--- src/rtl/spi_master.sv ---
// spi_master: mode-0 (CPOL=0, CPHA=0) SPI initiator, one width-bit full-duplex
// transfer per accepted start, MSB first. sclk runs at clk/(2*CLK_DIV).
// Optional build macro SPI_MASTER_LOOPBACK_EN: the receive path samples the
// internal mosi instead of the miso port (miso is then ignored).
// width must be at least 2.
module spi_master #(
  parameter int width   = 8,
  parameter int CLK_DIV = 4
) (
  input  logic             clk,
  input  logic             reset,
  input  logic             start,
  input  logic [width-1:0] txData,
  input  logic             keepCs,
  output logic [width-1:0] rxData,
  output logic             busy,
  output logic             done,
  output logic             sclk,
  output logic             cs,
  output logic             mosi,
  input  logic             miso
);

  localparam int DW = (CLK_DIV > 1) ? $clog2(CLK_DIV) : 1;
  localparam int BW = $clog2(width + 1);
  localparam logic [DW-1:0] DIV_LAST  = DW'(CLK_DIV - 1);
  localparam logic [BW-1:0] BITS_LAST = BW'(width);

  typedef enum logic [2:0] {IDLE, SETUP, HIGH, LOW, FINISH} stateType;

  stateType         stateReg, stateNext;
  logic [DW-1:0]    divCntReg, divCntNext;
  logic [BW-1:0]    bitCntReg, bitCntNext;
  logic [width-1:0] txShiftReg, txShiftNext;
  logic [width-1:0] rxShiftReg, rxShiftNext;
  logic [width-1:0] rxDataReg, rxDataNext;
  logic             keepCsReg, keepCsNext;
  logic             busyReg, busyNext;
  logic             doneReg, doneNext;
  logic             sclkReg, sclkNext;
  logic             csReg, csNext;
  logic             mosiReg, mosiNext;
  logic             divTc;
  logic             rxBit;

  // Receive source: loopback samples what we are driving, so rx mirrors tx.
`ifdef SPI_MASTER_LOOPBACK_EN
  assign rxBit = mosiReg;
`else
  assign rxBit = miso;
`endif

  // Every non-idle state lasts exactly one divider period.
  assign divTc = (divCntReg == DIV_LAST);

  // Register all state and outputs; outputs are glitch-free flops.
  always_ff @(posedge clk) begin
    if (reset) begin
      stateReg   <= IDLE;
      divCntReg  <= '0;
      bitCntReg  <= '0;
      txShiftReg <= '0;
      rxShiftReg <= '0;
      rxDataReg  <= '0;
      keepCsReg  <= 1'b0;
      busyReg    <= 1'b0;
      doneReg    <= 1'b0;
      sclkReg    <= 1'b0;
      csReg      <= 1'b1;
      mosiReg    <= 1'b0;
    end else begin
      stateReg   <= stateNext;
      divCntReg  <= divCntNext;
      bitCntReg  <= bitCntNext;
      txShiftReg <= txShiftNext;
      rxShiftReg <= rxShiftNext;
      rxDataReg  <= rxDataNext;
      keepCsReg  <= keepCsNext;
      busyReg    <= busyNext;
      doneReg    <= doneNext;
      sclkReg    <= sclkNext;
      csReg      <= csNext;
      mosiReg    <= mosiNext;
    end
  end

  // Next-state and next-output logic; each state acts on the divider terminal count.
  always_comb begin
    stateNext   = stateReg;
    divCntNext  = (stateReg == IDLE || divTc) ? '0 : divCntReg + 1'b1;
    bitCntNext  = bitCntReg;
    txShiftNext = txShiftReg;
    rxShiftNext = rxShiftReg;
    rxDataNext  = rxDataReg;
    keepCsNext  = keepCsReg;
    busyNext    = busyReg;
    doneNext    = 1'b0;
    sclkNext    = sclkReg;
    csNext      = csReg;
    mosiNext    = mosiReg;
    case (stateReg)
      IDLE: begin
        if (start) begin
          txShiftNext = txData;
          keepCsNext  = keepCs;
          csNext      = 1'b0;
          mosiNext    = txData[width-1];
          busyNext    = 1'b1;
          bitCntNext  = '0;
          stateNext   = SETUP;
        end
      end
      // SETUP gives the first bit a full half-period before the first rising sclk.
      SETUP, LOW: begin
        if (divTc) begin
          sclkNext    = 1'b1;
          rxShiftNext = {rxShiftReg[width-2:0], rxBit};
          bitCntNext  = bitCntReg + 1'b1;
          stateNext   = HIGH;
        end
      end
      HIGH: begin
        if (divTc) begin
          sclkNext = 1'b0;
          if (bitCntReg == BITS_LAST) begin
            stateNext = FINISH;
          end else begin
            txShiftNext = txShiftReg << 1;
            mosiNext    = txShiftReg[width-2];
            stateNext   = LOW;
          end
        end
      end
      // FINISH provides hold time after the last falling sclk before cs releases.
      FINISH: begin
        if (divTc) begin
          rxDataNext = rxShiftReg;
          doneNext   = 1'b1;
          busyNext   = 1'b0;
          csNext     = ~keepCsReg;
          stateNext  = IDLE;
        end
      end
      default: stateNext = IDLE;
    endcase
  end

  assign rxData = rxDataReg;
  assign busy   = busyReg;
  assign done   = doneReg;
  assign sclk   = sclkReg;
  assign cs     = csReg;
  assign mosi   = mosiReg;

endmodule

--- config.mk ---
export PLATFORM = sky130hd
export DESIGN_NAME = spi_master
export DESIGN_NICKNAME = d
export VERILOG_FILES = /design/src/rtl/spi_master.sv
export SDC_FILE = /design/constraint.sdc
export NUM_CORES = 1
export LEC_CHECK = 0
export CELL_PAD_IN_SITES_DETAIL_PLACEMENT = 0
export CELL_PAD_IN_SITES_GLOBAL_PLACEMENT = 1
export CORE_UTILIZATION = 35
export CTS_BUF_LIST = sky130_fd_sc_hd__clkbuf_4
export DETAILED_ROUTE_END_ITERATION = 16
export PLACE_DENSITY_LB_ADDON = 0.1
export SKIP_LAST_GASP = 1
export SLEW_MARGIN = 0
export SYNTH_ARGS = -nofsm -noshare
export SYNTH_HDL_FRONTEND = slang
export SYNTH_SLANG_ARGS = --single-unit
--- constraint.sdc ---
create_clock -name clk -period 3.1 [get_ports clk]
set_input_delay 0.62 -clock clk [delete_from_list [all_inputs] [get_ports clk]]
set_output_delay 0.62 -clock clk [all_outputs]
set_load 0.005 [all_outputs]
==> impl_results.md <==
* # hold bufs at CTS at 0
* Warnings from Yosys at 0
* CTS Buf Count at 5
* Final cell area excluding filler cells at 1980 µm²
* Worst path slowest cell: or4b_4
* Drc violations at 1
* Crit path DAT at 2.18 ns
* Cell family with most CP delay: simple AND/OR/NAND/NOR gates
* Final Core Density at 0.442
* Num rows at 24
* Max IR drop VDD at 0.000202 V
* Largest net degree at the start of global routing at 46
* Crit path launch type: primary input
* Critical Path, Cell by Cell: clkdlybuf4s50_1, or4b_4, o31a_4, mux2_4
* RSZ-0062 raised after global routing: no
* Slew @ Worst Pin at 0.742 ns
* Drt pass-1 iters at 10
* CP max stage delay at 0.54 ns
* Synth top area share at 0.454
* Fraction of layout cells with a size suffix above 1 at 0.0976
* DRT iter0 DRCs at 48
* Deepest clock path buffer count at 2
* Top cells by area, synth: dfxtp_1, nand2_1, a21oi_1
* Aggregate global routing overflow at 0
* Mapped Area at 1680 µm²
* CP Max Fanout at 8
* Post-CTS Setup Bufs at 0
* Worst rel slew slack at 0.505
* Setup Crit Path Kind: in -> reg
* Post-CTS resize count at 0
* Failing checks: DRC
* Post-DP HPWL at 2.19 mm
* Post-synth EDFFs at 0
* Vias in the first global route at 1,267
* First-pass GRT wire length at 5.94 mm
* Largest area contributor in the netlist: dfxtp_1
* Ports at 26
* Clock Latency Late Sink at 0.33 ns
* Leak at 0.681 nW
* Avg Vias per Cell at 5.09
* Routed Antenna Nets at 0
* Mean Syn Cell Area at 8.96 µm²
* # Max-Cap Violations at 0
* Hold Crit Class: reg -> reg
* Max-slew violation count at 0
* Initial Utilization at 0.374
* Routed WL at 3.33 mm
* # setup viols final at 0
* CTS root buf: clkbuf_4
* Top_reg_cell synth: dfxtp_1
* Antenna violations before repair at 0
* Final TNS setup at 0 ns
* Clock H-tree levels at 2
* Yosys cell types at 32
* CTS tree: yes
* Critical path endpoint category: flop
* Wire per inst at 12.9 µm
* Antenna cells at 0
* Mapped Cells at 187
* Fmax at 512 MHz
* Area post-placement at 1920 µm²
* Layout area overhead at 17.9%
* Worst EP required at 3.33 ns
* CTS Sinks at 38
* Port-buffer cells at 25
* Period utilization at 0.631
* Outcome: finished, violations left
* Die span in x at 71.2 µm
* Asr flop ratio synth at 0
* Layout Nets at 221
* Synthesized flop and latch total at 38
* GPL Wtd Cong at 0.712
* Hold Violations, Final at 0
* Die Ht at 71.2 µm
* Sequential-to-total area share from yosys stat at 0.454
* Post-Syn Nets at 203
* Core box area at 4470 µm²
* Tot GR Track Use at 0.149
* Tmin final at 1.95 ns
* Reg clk slew, reported paths at 0.10 ns
* Post-synth top cells: dfxtp_1, nand2_1, a21oi_1
* Die area at 5070 µm²
* Power Density at 425 nW/µm²
* Via count at 1,308
* Fillcell total at 452
* Final Skew at 0.00295 ns
* Most frequent cell after synthesis: dfxtp_1
* Worst Path Buf+Inv at 1
-- metrics by stage --
step	hold slack [ns]	instances	setup WS [ns]	power, mW
2_1_floorplan	0.408	187	1.26	0.572
6_report	0.439	257	1.15	0.840
3_3_place_gp	0.418	250	0.803	0.597
3_5_place_dp	0.431	250	0.787	0.600
5_1_grt	0.477	257	0.927	0.882
4_1_cts	0.447	257	1.13	0.860
-- power by group --
group	internal, mW	total, mW	switching [mW]
clock network	0.103	0.253	0.149
registers	0.501	0.511	0.0105
logic	0.0464	0.0761	0.0298
-- placed cells by master, fill, tap and decap left out, types with 2 or more instances in the layout --
cell type,n
dfxtp_1,38
nand3_1,7
nand3b_1,2
a21oi_1,24
nand4b_1,2
nand2_1,36
nor3_1,4
a31oi_1,2
clkdlybuf4s50_1,25
mux2_4,7
inv_1,3
nor2_1,11
nor2b_1,8
mux2i_1,7
nor4bb_1,2
clkbuf_4,7
ha_1,3
buf_4,2
and3b_1,2
-- cell families (layout without fill, tap and decap cells) --
| family | after synthesis | in the layout | synth area share |
|---|---|---|---|
| AO/OA/AOI/OAI | 32 | 32 | 0.114 |
| adder cells (fa/ha/maj) | 3 | 3 | 0.0224 |
| buffers and inverters | 19 | 37 | 0.0560 |
| flip-flops | 38 | 38 | 0.454 |
| multiplexers | 15 | 15 | 0.111 |
| AND/OR/NAND/NOR | 80 | 80 | 0.243 |
-- flip-flops by register name, indices dropped and copies added, names as in the netlist --
register and count:
busy 1, mosi 1, divCntReg 2, keepCsReg 1, rxData 8, done 1, cs 1, sclk 1
bitCntReg 4, txShiftReg 7, stateReg 3, rxShiftReg 8
-- area by class of cell --
type / instances / area, µm² / share of cell area
Clock buffer: 7 / 52.6 / 0.0266
Tap cell: 52 / 65.1 / 0.0329
Timing Repair Buffer: 27 / 265 / 0.134
Multi-Input combinational cell: 130 / 821 / 0.415
Sequential cell: 38 / 761 / 0.385
Inverter: 3 / 11.3 / 0.00570
-- routing by layer --
metal  up-vias  share of wire  routed length [µm]  track usage
met5         -              0                   0            0
met4         0          0.014                  48       0.0467
met3         5          0.031                 104       0.0456
met2        15           0.46                1520        0.238
met1       614           0.50                1650        0.193
li1        674              -                   -            -
-- final timing paths --
path	slack [ns]	start	end	depth (start not counted)
worst min register to register	0.44	divCntReg[0]	divCntReg[0]	1
worst min-delay path	0.44	divCntReg[0]	divCntReg[0]	1
worst max-delay path	1.15	start	mosi	4
worst max register to register	1.15	stateReg[1]	mosi	3
No activity file was read; power rests on OpenSTA's default activity.
